File: src/rtl/pipeline_ctrl.sv
// Hazard/flush controller for the in-order pipeline: tracks in-flight instructions in a
// shadow pipeline and decides stall, bubble and flush for every inter-stage register.
module pipeline_ctrl #(
  parameter int NUM_STAGES = 5,
  parameter int REG_W      = 5,
  parameter int FORWARD    = 1,
  parameter int BRANCH_REG = 2,
  parameter int CNT_W      = 16
) (
  input  logic                  clock,
  input  logic                  rst,
  input  logic                  fetch_valid,
  input  logic [REG_W-1:0]      id_rs,
  input  logic [REG_W-1:0]      id_rt,
  input  logic                  id_use_rs,
  input  logic                  id_use_rt,
  input  logic [REG_W-1:0]      id_rd,
  input  logic                  id_reg_write,
  input  logic                  id_mem_read,
  input  logic                  branch_taken,
  input  logic                  ex_busy,
  input  logic                  perf_clear,
  output logic                  pc_write,
  output logic [NUM_STAGES-2:0] reg_hold,
  output logic [NUM_STAGES-2:0] reg_flush,
  output logic                  exec_kill,
  output logic [NUM_STAGES-2:0] stage_valid,
  output logic [CNT_W-1:0]      stall_cnt,
  output logic [CNT_W-1:0]      flush_cnt
);

  localparam int NR = NUM_STAGES - 1;
  // Only registers that can still cause a stall need destination info.
  localparam int META_LAST = (FORWARD != 0) ? 1 : NUM_STAGES - 3;

  logic [NR-1:0]      validQ;
  logic [REG_W-1:0]   rdQ [1:META_LAST];
  logic [META_LAST:1] regWriteQ;
  logic               memReadQ;
  logic               hazard;
  logic               stallEvt;
  logic               flushEvt;

  // RAW check of the ID instruction against the writers it cannot forward from.
  always_comb begin
    hazard = 1'b0;
    for (int i = 1; i <= META_LAST; i++) begin
      if (validQ[i] && regWriteQ[i] && (rdQ[i] != '0) && ((FORWARD == 0) || memReadQ) &&
          ((id_use_rs && (id_rs == rdQ[i])) || (id_use_rt && (id_rt == rdQ[i]))))
        hazard = 1'b1;
    end
    hazard = hazard && validQ[0];
  end

  always_comb begin
    pc_write  = 1'b1;
    reg_hold  = '0;
    reg_flush = '0;
    exec_kill = 1'b0;
    stallEvt  = 1'b0;
    flushEvt  = 1'b0;
    if (rst) begin
      pc_write  = 1'b0;
      reg_flush = '1;
    end else if (branch_taken) begin
      for (int i = 0; i <= BRANCH_REG; i++) reg_flush[i] = 1'b1;
      exec_kill = (BRANCH_REG >= 2) && ex_busy;
      flushEvt  = 1'b1;
    end else if (ex_busy) begin
      pc_write     = 1'b0;
      reg_hold[0]  = 1'b1;
      reg_hold[1]  = 1'b1;
      reg_flush[2] = 1'b1;
      stallEvt     = 1'b1;
    end else if (hazard) begin
      pc_write     = 1'b0;
      reg_hold[0]  = 1'b1;
      reg_flush[1] = 1'b1;
      stallEvt     = 1'b1;
    end
  end

  always_ff @(posedge clock or posedge rst) begin
    if (rst) begin
      validQ    <= '0;
      regWriteQ <= '0;
      memReadQ  <= 1'b0;
      for (int i = 1; i <= META_LAST; i++) rdQ[i] <= '0;
    end else begin
      if (reg_flush[0])      validQ[0] <= 1'b0;
      else if (!reg_hold[0]) validQ[0] <= fetch_valid;
      for (int i = 1; i < NR; i++) begin
        if (reg_flush[i])      validQ[i] <= 1'b0;
        else if (!reg_hold[i]) validQ[i] <= validQ[i-1];
      end
      if (!reg_flush[1] && !reg_hold[1]) begin
        rdQ[1]       <= id_rd;
        regWriteQ[1] <= id_reg_write;
        memReadQ     <= id_mem_read;
      end
      for (int i = 2; i <= META_LAST; i++) begin
        if (!reg_flush[i] && !reg_hold[i]) begin
          rdQ[i]       <= rdQ[i-1];
          regWriteQ[i] <= regWriteQ[i-1];
        end
      end
    end
  end

  // Saturating perf counters; a clear in the same cycle beats the increment.
  always_ff @(posedge clock or posedge rst) begin
    if (rst) begin
      stall_cnt <= '0;
      flush_cnt <= '0;
    end else if (perf_clear) begin
      stall_cnt <= '0;
      flush_cnt <= '0;
    end else begin
      if (stallEvt && (stall_cnt != '1)) stall_cnt <= stall_cnt + CNT_W'(1);
      if (flushEvt && (flush_cnt != '1)) flush_cnt <= flush_cnt + CNT_W'(1);
    end
  end

  assign stage_valid = validQ;

endmodule

File: config.mk
export PLATFORM = sky130hd
export DESIGN_NAME = pipeline_ctrl
export DESIGN_NICKNAME = d
export VERILOG_FILES = /design/src/rtl/pipeline_ctrl.sv
export SDC_FILE = /design/constraint.sdc
export NUM_CORES = 1
export LEC_CHECK = 0
export CAP_MARGIN = 20
export CORE_MARGIN = 5
export CORE_UTILIZATION = 51
export CTS_CLUSTER_DIAMETER = 80
export DETAILED_ROUTE_END_ITERATION = 10
export GPL_TIMING_DRIVEN = 0
export PLACE_DENSITY = 0.84
export SLEW_MARGIN = 10
export SYNTH_ARGS = -nofsm -noshare
export SYNTH_HDL_FRONTEND = slang
export SYNTH_SLANG_ARGS = --single-unit
File: constraint.sdc
create_clock -name clock -period 3.1 [get_ports clock]
set_input_delay 0.31 -clock clock [delete_from_list [all_inputs] [get_ports clock]]
set_output_delay 0.31 -clock clock [all_outputs]
set_load 0.05 [all_outputs]
### Word level (Yosys, flattened, before mapping)

Index checks and enable logic that the tools add are counted.

| storage, ports and cells | value |
|---|---|
| register bits after elaboration | 43 |
| bits in latches | 0 |
| RAM bits | 0 |
| memory bits (read-only) | 0 |
| output and inout port bits | 46 |
| memories | 0 |

| operators by class | value |
|---|---|
| add/sub/neg operators | 2 |
| multiply operators | 0 |
| divide/modulo/power cells | 0 |
| $lt $le $gt $ge | 0 |
| eq/ne operators | 6 |
| shifts and indexed selects | 0 |
| mux-type cells | 30 |
| bitwise gates (word level) | 0 |
| reduce and logical (&&, ||, !) cells | 16 |

Operators by type and width:

| cell | count |
|---|---|
| 16-bit 2-to-1 mux | 4 |
| 16-bit by 1-bit adder with 16-bit output (second input constant) | 2 |
| 16-bit != test (second input constant) | 2 |
| 1-bit 2-to-1 mux | 22 |
| 5-bit == test | 2 |
| 1-bit logical AND | 10 |
| 2-bit 2-to-1 mux | 3 |
| 5-bit nonzero test | 1 |
| 2-bit by 1-bit != test with 1-bit output (second input constant) | 2 |
| 2-bit nonzero test | 2 |
| 3-bit 2-to-1 mux | 1 |
| 1-bit zero test | 2 |
| 1-bit logical OR | 1 |

### Depth between registers and ports, before layout

Gate-level depths: netlist of run 1.

| depth | value |
|---|---|
| depth in word-level cells | 13 |
| gate-level depth with buffers | 8 |

### Worst setup path after synthesis of run 1

Ideal clock, no wire load.

| timing path | value |
|---|---|
| path type | input to register |
| start | input rst |
| end | register flush_cnt[12] |
| setup time | 0.078 ns |
| arrival | 2.616 ns |
| data required time | 3.022 ns |
| slack | 0.406 ns |
| cell stages on the path | 6 |
| buffers on the path | 1 |
| cells stage by stage | inv_1 > nand2_1 > or4_1 > clkbuf_2 > or3_1 > a21oi_1 |

| on the way | value |
|---|---|
| longest elaborated chain between the ends | 3 |

RTL lines:

| item | RTL line | source |
|---|---|---|
| start, declared | 11 | `input logic rst,` |
| 1-bit 2-to-1 mux | 62 | `if (rst) begin` |
| 1-bit logical AND | 120 | `if (flushEvt && (flush_cnt != '1)) flush_cnt <= flush_cnt + CNT_W'(1);` |
| 2-bit nonzero test (no line) | n/a |  |
| end signal, assigned | 120 |  |
| end, declared | 29 | `output logic [CNT_W-1:0] flush_cnt` |

Every way passes these cells.
A chain may end at the register's enable or synchronous reset.

### Worst setup path in the final report of run 1

| timing path | value |
|---|---|
| start | input rst |
| end | output exec_kill |

| on the way | value |
|---|---|
| longest elaborated chain between the ends | 1 |

RTL lines:

| item | RTL line | source |
|---|---|---|
| 1-bit 2-to-1 mux | 62 |  |
| end, declared | 26 | `output logic exec_kill,` |

Every way passes these cells.

==> results of run 1 <==
[worst max path at each step]
stage	start	endpoint	slack [ns]	cells past startpoint
5_1_grt	rst	exec_kill	0.04	6
4_1_cts	rst	reg_hold[0]	0.02	8
3_3_place_gp	rst	exec_kill	-0.69	5
3_5_place_dp	rst	reg_hold[0]	0.05	8
2_1_floorplan	rst	flush_cnt[12]$_DFFE_PP0P_	0.41	6
6_report	rst	exec_kill	0.23	6
[layout make-up]
type	instances	area, um^2	area share [%]
Buffer	11	66.3	2.05
Sequential cell	43	1080	33.3
Tap cell	52	65.1	2.01
Clock buffer	6	82.6	2.56
Multi-Input combinational cell	184	1180	36.7
Clock inverter	2	35.0	1.08
Timing Repair Buffer	68	693	21.5
Inverter	7	26.3	0.814
[cell usage after synthesis, drive strengths merged (2+ instances only)]
cell and instances:
nor3 4, o31ai 4, clkbuf 5, nor2b 5, xnor2 20, xor2 4, dfrtp 43, ha 2
and4 2, a21oi 17, inv 7, buf 6, nand4 12, or4 5, nand2 15, nor2 33
or3 8, mux2 11, nand3 12, o21ai 11, nor4 3, and3 7
[cell families (layout without fill, tap and decap cells)]
kind of cell,Yosys count,after routing
muxes,12,12
adders and majority gates,2,2
buffers and inverters,18,94
AOI/OAI and AO/OA,36,36
DFF,43,43
xor gates and xnor gates,24,24
and+or+nand+nor,108,108
other,1,2
[metrics by stage]
step | cells | hold WS [ns] | util, % | power [uW]
floorplan | 245 | 0.376 | - | 737
global placement | 364 | 0.476 | 70.0 | 802
detailed placement | 365 | 0.503 | 70.4 | 811
CTS | 373 | 0.503 | 73.1 | 1260
global route | 373 | 0.505 | 73.2 | 1310
finish | 373 | 0.491 | 73.2 | 1260
[placed cells by master, fill, tap and decap left out, types with 2 or more instances in the layout]
master / netlist / routed
o31ai_1: 4 / 4
a21oi_1: 15 / 15
mux2_2: 9 / 9
inv_1: 7 / 6
ha_1: 2 / 2
xor2_1: 4 / 4
and3_1: 7 / 7
dfrtp_1: 43 / 43
or3_1: 8 / 8
conb_1: 1 / 2
clkbuf_1: 4 / 4
or4_1: 5 / 5
clkbuf_8: 0 / 6
and4_1: 2 / 2
clkdlybuf4s50_1: 0 / 66
nor2b_1: 5 / 5
nor2_1: 32 / 32
xnor2_1: 20 / 20
buf_4: 4 / 4
o21ai_0: 11 / 11
mux2_1: 2 / 2
nor3_1: 4 / 4
a21oi_2: 2 / 2
nand3_1: 12 / 12
nand2_1: 15 / 15
nand4_1: 12 / 12
[routing by layer]
layer	vias up	track usage (%)	share of wire (%)
li1	1007	-	-
met1	988	25.4	42
met2	58	35.1	52
met3	4	4.98	5.3
met4	0	5.84	0.78
met5	-	0	0
[state kept, by name, indices dropped and copies added, names as in the netlist]
name         cells
stall_cnt       16
flush_cnt       16
stage_valid      4
regWriteQ        1
memReadQ         1
rdQ              5
[report_power, final]
part / internal (uW) / switching, uW / total (uW)
Clock: 261 / 197 / 458
Sequential: 581 / 23.7 / 604
Combinational: 92.1 / 102 / 194
[worst max-delay path, cell delays in order]
cell and delay, ns:
clkdlybuf4s50_1 0.54, inv_2 0.37, buf_12 0.25, nand2_1 0.14
nor2_1 0.12, clkdlybuf4s50_1 0.82
==> metrics.txt, run 1 <==
status=finished clean; main combinational cell family by area after synthesis=simple AND/OR/NAND/NOR gates; Tcrit/Tclk final=between 90% and 100%; max cap viols=0; clk_skew=between 0.006 and 0.007 ns; Diodes inserted=0; post-DP HPWL=4.45 mm; worst slack, placed=between 0.05 and 0.06 ns; Fmax=0.348 GHz; GP Congestion=0.860; crit path DAT=about 2.6 ns; worst setup margin=0.225 ns; total die area=between 0.006 and 0.007 mm^2; Worst Setup End Kind=output port; DRC=0; WL final=5.91 mm; async set-reset flop share out of synthesis=100%; CTS tree=built; Cell Pwr Density=389 mW/mm^2; Synth top area share=between 40% and 50%; Nets=approximately 350; Placed Area=0.00311 mm^2; worst hold path type=primary input to async pin; VDD IR max=between 200 and 300 uV; layout cells sized above 1=between 10% and 20%; Port Buffers=67; XOR/XNOR Fraction of Synth Area=8.95%; RSZ-0062 raised after global routing=no; Die Y=77.9 um; vias in the first global route=2,097; CTS H-tree lvls=2; Worst-Skew Late Latency=0.30 ns; setup TNS=0 ns; Synth area leaders=dfrtp_1 (46%), xnor2_1 (7.5%), nor2_1 (5.1%); Reg-to-Reg Start=stall_cnt[0]$_DFFE_PP0P_; Compound-Gate Fraction of Synth Area=between 10% and 20%; Global Route Usage Sum=20.4%; largest net degree at the start of global routing=31; Chip Width=77.9 um; post-route cell area=0.00323 mm^2; crit path max fanout=30; initial drt markers=151; initial core utilization=a little over half; Synth Area per Inst=9.63 um^2; total CTS buffers=5; I/O pin total=71; sequential share of the synthesized area=45.8%; R2R Setup Slk=0.94 ns; Worst Setup Start Kind=primary input; synthesis-stage register bit count=43; Core ar.=roughly 0.0044 mm^2; reg2reg path depth=7; ANT nets after route=0; first-pass GRT wire length=10.1 mm; worst slew pin tran=0.538 ns; Setup Fix Bufs, Post-CTS=0; Slew headroom=between 60% and 70%; WP data required=2.79 ns; Post-synth EDFFs=0; CTS max path bufs=2; CTS clk-pin slew, worst paths=0.08 ns; synthesized cell area=approximately 0.0023 mm^2; Post-synth top flop=dfrtp_1; Fillers=337; root buffer cell=clkbuf_8; via count=2,057; Routed WL per cell=15.8 um; Pleak=~0.0013 uW; Reg-to-Reg End=stall_cnt[15]$_DFFE_PP0P_; Row Count=24; CTS resizes=0; Final setup viols=0; Ys Warns=0; clock sinks=43; critical path type=primary input to output port; drt pass-1 iters=4; Synth Area in Adders=1.06%; Yosys top cell by area=dfrtp_1; final hold violations=0; min cycle time layout=2.87 ns; synthesis-to-finish area growth=37.4%; CTS Hold Buffers Added=0; simple-gate portion of the synthesized area=24.4%; Yosys cell types=38; initial antenna violation count=0; Avg Vias per Cell=5.51; post-synthesis mux area share=about 5.7%; total global routing overflow=0; gate count of the mapped netlist=244; Slew Limit Fails=0
No activity file was read; power rests on OpenSTA's default activity.
==> run 2, diff against run 1 <==
--- a/config.mk
+++ b/config.mk
@@ -10,6 +10,7 @@
 export CORE_UTILIZATION = 51
 export CTS_CLUSTER_DIAMETER = 80
 export DETAILED_ROUTE_END_ITERATION = 10
+export GPL_ROUTABILITY_DRIVEN = 0
 export GPL_TIMING_DRIVEN = 0
 export PLACE_DENSITY = 0.84
 export SLEW_MARGIN = 10
==> results of run 2 <==
The final DEF is identical to that of run 1; final timing and power are the same.
